File: src/rtl/dm_arbiter_if.sv
// Bus between the data-memory arbiter, its two requesters and the memory.
// slave: arbiter view; master: requesters plus memory view.
interface dm_arbiter_if #(
    parameter int AW = 16,
    parameter int DW = 32
);
    logic          req0;
    logic          we0;
    logic [AW-1:0] addr0;
    logic [DW-1:0] wdata0;
    logic          ack0;
    logic          req1;
    logic          we1;
    logic [AW-1:0] addr1;
    logic [DW-1:0] wdata1;
    logic          ack1;
    logic [DW-1:0] rdata;
    logic          busy;
    logic [AW-1:0] dm_read_addr;
    logic [AW-1:0] dm_write_addr;
    logic [DW-1:0] dm_write_data;
    logic          dm_we;
    logic [DW-1:0] dm_read_data;

    modport slave (
        input  req0, we0, addr0, wdata0,
        input  req1, we1, addr1, wdata1,
        input  dm_read_data,
        output ack0, ack1, rdata, busy,
        output dm_read_addr, dm_write_addr,
        output dm_write_data, dm_we
    );

    modport master (
        output req0, we0, addr0, wdata0,
        output req1, we1, addr1, wdata1,
        output dm_read_data,
        input  ack0, ack1, rdata, busy,
        input  dm_read_addr, dm_write_addr,
        input  dm_write_data, dm_we
    );
endinterface

File: src/rtl/dm_arbiter.sv
// Two-port round-robin arbiter/sequencer for the SISC data memory.
// Ports: clk, rst (async, active-high), bus (dm_arbiter_if.slave).
module dm_arbiter #(
    parameter int AW = 16,
    parameter int DW = 32
) (
    input  logic        clk,
    input  logic        rst,
    dm_arbiter_if.slave bus
);
    typedef enum logic [2:0] {
        IDLE,
        RD,
        WR_SET,
        WR_COMMIT,
        ACK
    } state_t;

    state_t        state_q, state_d;
    logic          cur_q, cur_d;
    logic          last_q, last_d;
    logic          ack0_q, ack0_d;
    logic          ack1_q, ack1_d;
    logic          busy_q, busy_d;
    logic          we_q, we_d;
    logic [DW-1:0] rdata_q, rdata_d;
    logic [AW-1:0] addr_q, addr_d;
    logic [DW-1:0] wdata_q, wdata_d;
    logic          any_req;
    logic          gnt;

    // On a tie the port not granted last wins; a lone requester always wins.
    assign any_req = bus.req0 | bus.req1;
    assign gnt     = (bus.req0 & bus.req1) ? ~last_q : bus.req1;

    always_comb begin
        state_d = state_q;
        cur_d   = cur_q;
        last_d  = last_q;
        ack0_d  = 1'b0;
        ack1_d  = 1'b0;
        we_d    = 1'b0;
        rdata_d = rdata_q;
        addr_d  = addr_q;
        wdata_d = wdata_q;
        unique case (state_q)
            IDLE: begin
                if (any_req) begin
                    cur_d   = gnt;
                    last_d  = gnt;
                    addr_d  = gnt ? bus.addr1 : bus.addr0;
                    wdata_d = gnt ? bus.wdata1 : bus.wdata0;
                    if (gnt ? bus.we1 : bus.we0) begin
                        state_d = WR_SET;
                        we_d    = 1'b1;
                    end else begin
                        state_d = RD;
                    end
                end
            end
            RD: begin
                rdata_d = bus.dm_read_data;
                ack0_d  = ~cur_q;
                ack1_d  = cur_q;
                state_d = ACK;
            end
            // dm_we drops on entry to WR_COMMIT; that fall is the commit.
            WR_SET: state_d = WR_COMMIT;
            WR_COMMIT: begin
                ack0_d  = ~cur_q;
                ack1_d  = cur_q;
                state_d = ACK;
            end
            ACK: state_d = IDLE;
            default: state_d = IDLE;
        endcase
        busy_d = (state_d != IDLE);
    end

    always_ff @(posedge clk or posedge rst) begin
        if (rst) begin
            state_q <= IDLE;
            cur_q   <= 1'b0;
            last_q  <= 1'b1;
            ack0_q  <= 1'b0;
            ack1_q  <= 1'b0;
            busy_q  <= 1'b0;
            we_q    <= 1'b0;
            rdata_q <= '0;
        end else begin
            state_q <= state_d;
            cur_q   <= cur_d;
            last_q  <= last_d;
            ack0_q  <= ack0_d;
            ack1_q  <= ack1_d;
            busy_q  <= busy_d;
            we_q    <= we_d;
            rdata_q <= rdata_d;
        end
    end

    // Address/data survive reset so a write interrupted in WR_SET
    // still lands where it was aimed when dm_we is forced low.
    always_ff @(posedge clk) begin
        addr_q  <= addr_d;
        wdata_q <= wdata_d;
    end

    assign bus.ack0          = ack0_q;
    assign bus.ack1          = ack1_q;
    assign bus.rdata         = rdata_q;
    assign bus.busy          = busy_q;
    assign bus.dm_we         = we_q;
    assign bus.dm_read_addr  = addr_q;
    assign bus.dm_write_addr = addr_q;
    assign bus.dm_write_data = wdata_q;
endmodule

File: src/flat_wrapper.sv
// flat-port wrapper written by rule: the top's interface ports become plain ports
module dm_arbiter_flat 
#(
    parameter int AW = 16,
    parameter int DW = 32
)
  (clk, rst, bus_req0, bus_we0, bus_addr0, bus_wdata0, bus_req1, bus_we1, bus_addr1, bus_wdata1, bus_dm_read_data, bus_ack0, bus_ack1, bus_rdata, bus_busy, bus_dm_read_addr, bus_dm_write_addr, bus_dm_write_data, bus_dm_we);
  dm_arbiter_if #(.AW(AW), .DW(DW)) bus_i ();
  input  logic clk;
  input  logic rst;
  input wire logic [$bits(bus_i.req0)-1:0] bus_req0;
  input wire logic [$bits(bus_i.we0)-1:0] bus_we0;
  input wire logic [$bits(bus_i.addr0)-1:0] bus_addr0;
  input wire logic [$bits(bus_i.wdata0)-1:0] bus_wdata0;
  input wire logic [$bits(bus_i.req1)-1:0] bus_req1;
  input wire logic [$bits(bus_i.we1)-1:0] bus_we1;
  input wire logic [$bits(bus_i.addr1)-1:0] bus_addr1;
  input wire logic [$bits(bus_i.wdata1)-1:0] bus_wdata1;
  input wire logic [$bits(bus_i.dm_read_data)-1:0] bus_dm_read_data;
  output wire logic [$bits(bus_i.ack0)-1:0] bus_ack0;
  output wire logic [$bits(bus_i.ack1)-1:0] bus_ack1;
  output wire logic [$bits(bus_i.rdata)-1:0] bus_rdata;
  output wire logic [$bits(bus_i.busy)-1:0] bus_busy;
  output wire logic [$bits(bus_i.dm_read_addr)-1:0] bus_dm_read_addr;
  output wire logic [$bits(bus_i.dm_write_addr)-1:0] bus_dm_write_addr;
  output wire logic [$bits(bus_i.dm_write_data)-1:0] bus_dm_write_data;
  output wire logic [$bits(bus_i.dm_we)-1:0] bus_dm_we;
  assign bus_i.req0 = bus_req0;
  assign bus_i.we0 = bus_we0;
  assign bus_i.addr0 = bus_addr0;
  assign bus_i.wdata0 = bus_wdata0;
  assign bus_i.req1 = bus_req1;
  assign bus_i.we1 = bus_we1;
  assign bus_i.addr1 = bus_addr1;
  assign bus_i.wdata1 = bus_wdata1;
  assign bus_i.dm_read_data = bus_dm_read_data;
  assign bus_ack0 = bus_i.ack0;
  assign bus_ack1 = bus_i.ack1;
  assign bus_rdata = bus_i.rdata;
  assign bus_busy = bus_i.busy;
  assign bus_dm_read_addr = bus_i.dm_read_addr;
  assign bus_dm_write_addr = bus_i.dm_write_addr;
  assign bus_dm_write_data = bus_i.dm_write_data;
  assign bus_dm_we = bus_i.dm_we;
  dm_arbiter #(.AW(AW), .DW(DW)) u_core (.clk(clk), .rst(rst), .bus(bus_i));
endmodule
File: config.mk
export PLATFORM = sky130hd
export DESIGN_NAME = dm_arbiter_flat
export DESIGN_NICKNAME = d
export VERILOG_FILES = /design/src/rtl/dm_arbiter_if.sv /design/src/rtl/dm_arbiter.sv /design/src/flat_wrapper.sv
export SDC_FILE = /design/constraint.sdc
export NUM_CORES = 1
export LEC_CHECK = 0
export CAP_MARGIN = 30
export CORE_MARGIN = 4
export CORE_UTILIZATION = 37
export CTS_CLUSTER_DIAMETER = 80
export DETAILED_ROUTE_END_ITERATION = 12
export MAX_ROUTING_LAYER = met4
export PLACE_DENSITY = 0.8
export RECOVER_POWER = 100
export SLEW_MARGIN = 15
export SYNTH_ARGS = -nofsm -noshare
export SYNTH_HDL_FRONTEND = slang
export SYNTH_SLANG_ARGS = --single-unit
File: constraint.sdc
create_clock -name clk -period 3.16 [get_ports clk]
set_input_delay 0.474 -clock clk [delete_from_list [all_inputs] [get_ports clk]]
set_output_delay 0.474 -clock clk [all_outputs]
set_load 0.02 [all_outputs]
# Yosys cells after proc, flatten, opt, wreduce, memory -nomap -nowiden
# Index checks and enable logic that the tools add are counted.
# totals
register_bits	89
out_inout_bits	100
input_bits	134
# op_classes
n_eq_ne	3
n_bitwise	4
n_mux	12
n_reduce_logical	4
# ops
operator	count
$mux 32	1
$mux 16	1
$pmux 3 s3	1
$mux 1	7
$eq 3x2->1 const B	2
$eq 3x1->1 const B	1
$logic_not 3->1	1
$mux 3	1
$reduce_bool 3->1	1
$mux 2	1
$not 1->1	2
$reduce_and 2->1	1
$reduce_or 2->1	1
$and 1x1->1	1
$or 1x1->1	1

# Logic depth before layout (Yosys ltp)
# Gate-level depths: netlist of run 1.
# depth
depth_word	7
mapped_depth	4
depth_no_buf	3

# Worst setup path after synthesis of run 1
# OpenSTA, ideal clock, no wires.
# synth_timing
kind	reg-to-reg
start	register u_core.state_q[2]
end	register u_core.addr_q[0] (netlist: u_core.bus.dm_read_addr[0]), enable pin
t_arrival_ns	1.839
path_slack_ns	0.919
period_less_slack_ns	2.241
setup_ns	0.402
path_stages_with_launch	4
path_cell_list	dfrtp_1 nor3_2 o21ai_0 inv_1
# synth_between
elab_chain_cells	2
# synth_rtl
element	line_no	rtl
start: declaration	dm_arbiter.sv:19	state_t state_q, state_d;
start signal: assignment	dm_arbiter.sv:91	state_q <= state_d;
$logic_not 3->1	dm_arbiter.sv:46	unique case (state_q)
$reduce_and 2->1 (no source line)	n/a	
end signal: assignment	dm_arbiter.sv:105	addr_q <= addr_d;
end: declaration	dm_arbiter.sv:27	logic [AW-1:0] addr_q, addr_d;
# No other way between the ends.
# A chain may end at the register's enable or synchronous reset.

# Worst setup path in the final report of run 1
# layout_timing
start	register u_core.state_q[2]
end	register u_core.rdata_q[25] (netlist: u_core.bus.rdata[25])
# layout_between
elab_chain_cells	1
# layout_rtl
element	line_no	rtl
$eq 3x1->1	dm_arbiter.sv:46	
end signal: assignment	dm_arbiter.sv:98	rdata_q <= rdata_d;
end: declaration	dm_arbiter.sv:26	logic [DW-1:0] rdata_q, rdata_d;
# No other way between the ends.

==> results of run 1 <==
-- flip-flops by register name (all words and copies together) (netlist names) --
name and cells:
u_core.bus.dm_write_data 32, u_core.bus.rdata 32, u_core.bus.dm_read_addr 16, u_core.state_q 3, u_core.bus.ack0 1, u_core.bus.ack1 1, u_core.bus.busy 1, u_core.bus.dm_we 1
u_core.cur_q 1, u_core.last_q 1
-- cell usage after synthesis, types with 2 or more instances --
cell	n
mux2_2	50
edfxtp_1	48
dfrtp_1	40
mux2_1	30
buf_4	21
inv_1	4
buf_6	3
nor2_1	3
a221oi_1	2
o21ai_0	2
-- through the flow --
stage          cell area (um^2)  total power [W]  worst slack [ps]
6_report                   6270          0.00516               763
5_1_grt                    6270          0.00546               570
4_1_cts                    6280          0.00545              1110
3_5_place_dp               6080          0.00465               723
3_3_place_gp               6080          0.00459               786
2_1_floorplan              3730          0.00341               919
-- logic make-up (layout without fill, tap and decap cells) --
| group | Yosys count | after routing |
|---|---|---|
| compound gates | 9 | 9 |
| buf+inv | 28 | 256 |
| flops | 89 | 89 |
| mux | 81 | 81 |
| simple gates | 12 | 12 |
-- how the worst max path moves through the flow --
stage / endpoint / from / slack [ps] / depth (start not counted)
global route: u_core.bus.rdata[25] / u_core.state_q[2] / 570 / 3
CTS: u_core.bus.dm_write_data[14] / bus_req1 / 1110 / 4
floorplan: u_core.bus.dm_read_addr[0] / u_core.state_q[2] / 920 / 3
finish: u_core.bus.rdata[25] / u_core.state_q[2] / 760 / 3
detailed placement: u_core.bus.dm_write_data[14] / bus_req1 / 720 / 4
global placement: u_core.bus.dm_write_data[15] / bus_req1 / 790 / 4
-- where the power goes --
group	total [W]	switching, W	internal [W]
clock	0.000782	0.000366	0.000416
combinational	0.00237	0.00127	0.00111
sequential	0.00200	0.000198	0.00180
total	0.00516	0.00183	0.00332
-- cell type report --
cell class	count	area share (%)
clock buffer	13	2.60
clock inverter	3	0.639
inverter	4	0.240
multi-input combinational	102	16.7
sequential	89	39.4
tap	133	2.66
timing repair buffer	236	37.8
-- per-layer routing --
layer / global-route usage, % / share of wire [%]
met3: 7.04 / 11
met5: - / 0
met1: 17.5 / 34
met2: 30.0 / 53
met4: 5.95 / 1.1
==> impl_metrics.toml, run 1 <==
[outcome]
status = "finished, violations left"
violations = "capacitance limit, slew limit"

[route]
wl_per_cell_um = 17.1
drtPass1Iterations = 5
drc = 0
ant_nets = 0
vias_per_cell = 4.57
route.vias.total = 2649
drt_iter0_drc = 101
totalWireLength_um = 9900

[setup_path]
path_cells = "nand2b_1 -> nor2_2 -> mux2_2"
path_class = "flip-flop to flip-flop"
endpoint_kind = "flip-flop"
arrival_ps = 2630
start_kind = "flip-flop"
cp_top_family = "simple AND/OR/NAND/NOR gates"
slowest_stage = "nor2_2"
crit-reg2reg-launch = "u_core.state_q[2]"
r2r-end = "u_core.bus.rdata[25]"
regToRegSetupSlack_ps = 760
critPathBufInv = 0
crit_fanout = 32
worstPathRequired_ps = 3390
cpPeakStageDelay_ps = 1200
reg2reg_depth = 3

[timing]
slew_violations = 33
post-route-period-util_pct = 75.8
fmax_ghz = 0.417
hold_viol_final = 0
worst_pin_slew_ps = 1610
finClkSkew_ps = 8.29
setup_violations = 0
grt_setup_unrepaired = "false"
fin_tns_setup_ps = 0
slew_headroom_pct = -7.23
layout_min_cycle_time_ps = 2400
fin_hold_ws_ps = 468

[final_layout]
fill_cells = 769
final_cells = 580
final_cell_mix = "clkdlybuf4s50_1, dlygate4sd3_1, mux2_2"
area_delta_synth_final_pct = 67.8
diodes = 0
final_core_util_pct = 63.8
fin_nets = 576
final_common_cell = "clkdlybuf4s50_1"
multi_input_area_um2 = 1050
seq_area_um2 = 2470
drive_gt1_share_pct = 16.3

[die]
core_area_um2 = 9820
rows = 36
die-area_um2 = 11800
fp.dieW_um = 108
chipHeight_um = 108
start_util_pct = 38.0
io_pins = 234

[cts]
cts_root_buf = "clkbuf_8"
cts_tree = "built"
clk_pin_slew_ps = 80
cts_num_sinks = 89
cts_setup_buffers = 0
cts_inserted_buffers = 9
hold_buffers = 0
cts.repair.resized = 0
clockBufferDepth = 2
cts.htree.levels = 3
clk_latency_ps = 350

[grt]
grt_max_degree = 49
antenna_found_initial = 0
overflow = 0
grt_pass1_wl_um = 14800
grt.total_usage_pct = 17.2
grt_pass1_vias = 2990

[yosys]
ys_seq_elements = 89
async_flop_share_pct = 46.1
ys_warn_count = 0
syn_nets = 353
syn_inst = 219
synth_top_family_by_area = "multiplexers"
synth_seq_area_share_pct = 66.1
syn-cell-area_um2 = 3730
synthFlopType = "edfxtp_1"
synthMuxAreaShare_pct = 24.4
synth-xor-area-share_pct = 0
avgSynthCellArea_um2 = 17.0
synth-compound-area-share_pct = 1.94
synth-edff-count = 48
post_synth_and_or_nand_nor_area_fraction_pct = 2.01
synth_adder_area_share_pct = 0
synth_top_area_share_pct = 38.6
yosys.area.top_type = "edfxtp_1"
synth_cell_types = 26
synthTopCellsByArea = "edfxtp_1, dfrtp_1, mux2_2, mux2_1, buf_4"

[hold_path]
min_to = "u_core.bus.ack0"
hold_path.class = "flip-flop to flip-flop"
hold_start = "u_core.cur_q"
holdPathStages = 1

[job]
maxCapViolCount = 1

[pwr]
p_per_area_nw_per_um2 = 823
leakage_nw = 2.41
ir_worst_vdd_uv = 335

[placement]
dp_hpwl_um = 7910
place_congestion = 0.740
post-place-cells = 564
io_buffer_count = 233
(Power assumes the default switching activity.)
==> run 2: changes to the inputs <==
Clock period 3.16 ns to 2.4 ns, I/O delays scaled along.
==> run 2 against run 1 <==
- the flow now finishes without violations
- die area unchanged
- routed wire length decreased by 2.5%
- design area increased by 1.3%
- utilization increased by 0.82 points
- global-route usage decreased by 0.41 points
- sequential cell count unchanged
- via count increased by 0.94%
- first-iteration DRC count decreased by 48%
- power increased by 36%
- setup slack got worse by 390 ps
- largest cell class unchanged
- sequential share of layout area decreased by 0.50 points
==> impl_metrics.toml, run 2 (synthesis gave the netlist of run 1 again) <==
[outcome]
status = "finished, final reports clean"

[timing]
grt_setup_unrepaired = "false"
layout_min_cycle_time_ps = 2030
fin_tns_setup_ps = 0
setup_violations = 0
hold_viol_final = 0
worst_pin_slew_ps = 796
post-route-period-util_pct = 84.4
slew_violations = 0
slew_headroom_pct = 47.0
fmax_ghz = 0.493
fin_hold_ws_ps = 471
finClkSkew_ps = 10.7

[pwr]
finalPower_w = 0.00701
p_per_area_nw_per_um2 = 1100
ir_worst_vdd_uv = 500
leakage_nw = 2.44

[cts]
cts_num_sinks = 89
cts.repair.resized = 0
clockBufferDepth = 2
cts_setup_buffers = 0
clk_latency_ps = 350
cts.htree.levels = 3
cts_root_buf = "clkbuf_8"
clk_pin_slew_ps = 80
cts_inserted_buffers = 9
cts_tree = "built"
hold_buffers = 0

[grt]
grt_pass1_wl_um = 14500
grt.total_usage_pct = 16.8
antenna_found_initial = 0
overflow = 0
grt_pass1_vias = 2950
grt_max_degree = 49

[route]
ant_nets = 0
vias_per_cell = 4.58
wl_per_cell_um = 16.5
drtPass1Iterations = 6
totalWireLength_um = 9650
drt_iter0_drc = 53
route.vias.total = 2674
drc = 0

[hold_path]
hold_start = "u_core.cur_q"
holdPathStages = 1
hold_path.class = "flip-flop to flip-flop"
min_to = "u_core.bus.ack0"

[die]
io_pins = 234
rows = 36
core_area_um2 = 9820
start_util_pct = 38.0
chipHeight_um = 108
fp.dieW_um = 108
die-area_um2 = 11800

[setup_path]
arrival_ps = 2120
regToRegSetupSlack_ps = 490
reg2reg_depth = 4
crit-reg2reg-launch = "u_core.state_q[2]"
start_kind = "primary input"
path_class = "primary input to flip-flop"
worstPathRequired_ps = 2500
endpoint_kind = "flip-flop"
r2r-end = "u_core.bus.rdata[25]"
crit_fanout = 9

[final_layout]
fill_cells = 773
diodes = 0
fin_nets = 580
multi_input_area_um2 = 1050
fin_area_um2 = 6350
area_delta_synth_final_pct = 70.0
drive_gt1_share_pct = 16.2
seq_area_um2 = 2470
final_common_cell = "clkdlybuf4s50_1"
final_cell_mix = "clkdlybuf4s50_1, dlygate4sd3_1, mux2_2"

[placement]
dpl_cell_area_um2 = 6120
dp_hpwl_um = 7650
io_buffer_count = 233
place_congestion = 0.746

[job]
maxCapViolCount = 0
run 2: cell types whose count changed in the layout (fill, tap and decap cells not counted), sizes merged:
| cell | previous run | this run |
|---|---|---|
| buf | 3 | 2 |
| inv | 4 | 3 |
| clkbuf | 13 | 18 |
| bufinv | 1 | 2 |
run 2: layout make-up:
class                           count  area share [%]
Clock buffer                       13            2.90
Clock inverter                      3            1.08
Inverter                            4           0.237
Multi-Input combinational cell    102            16.6
Sequential cell                    89            38.9
Tap cell                          133            2.62
Timing Repair Buffer              240            37.7
run 2: worst max-delay path, stage by stage:
cell and delay, ps:
dlygate4sd3_1 590, a21boi_4 360, clkbuf_1 420, mux2_2 390
run 2: metrics by stage:
| step | setup WS [ps] | utilization (%) | cells |
|---|---|---|---|
| 2_1_floorplan | 159 | - | 219 |
| 3_3_place_gp | 296 | 62.3 | 568 |
| 3_5_place_dp | 252 | 62.3 | 568 |
| 4_1_cts | 609 | 64.9 | 584 |
| 5_1_grt | 301 | 64.6 | 584 |
| 6_report | 373 | 64.6 | 584 |
run 2: power by group:
group          leakage, nW  internal (W)  switching [W]
Sequential           0.945       0.00237       0.000259
Clock                0.128      0.000721       0.000503
Combinational         1.36       0.00149        0.00167
Total                 2.44       0.00458        0.00243
run 2: routing by layer:
layer | vias up | part of all wire, % | GRT usage [%]
met3 | 11 | 9.5 | 6.03
met1 | 1276 | 36 | 17.0
li1 | 1247 | - | -
met2 | 140 | 53 | 29.7
met5 | - | 0 | -
met4 | 0 | 1.3 | 6.58
run 2: how the worst max path moves through the flow:
stage | startpoint | to | slack, ps
final | bus_req1 | u_core.bus.dm_write_data[31] | 370
after global routing | bus_req1 | u_core.bus.dm_write_data[1] | 300
after CTS | u_core.state_q[0] | u_core.bus.dm_read_addr[2] | 610
after detailed placement | bus_req1 | u_core.bus.dm_read_addr[4] | 250
after global placement | bus_req1 | u_core.bus.dm_write_data[2] | 300
after floorplan | u_core.state_q[2] | u_core.bus.dm_read_addr[0] | 160
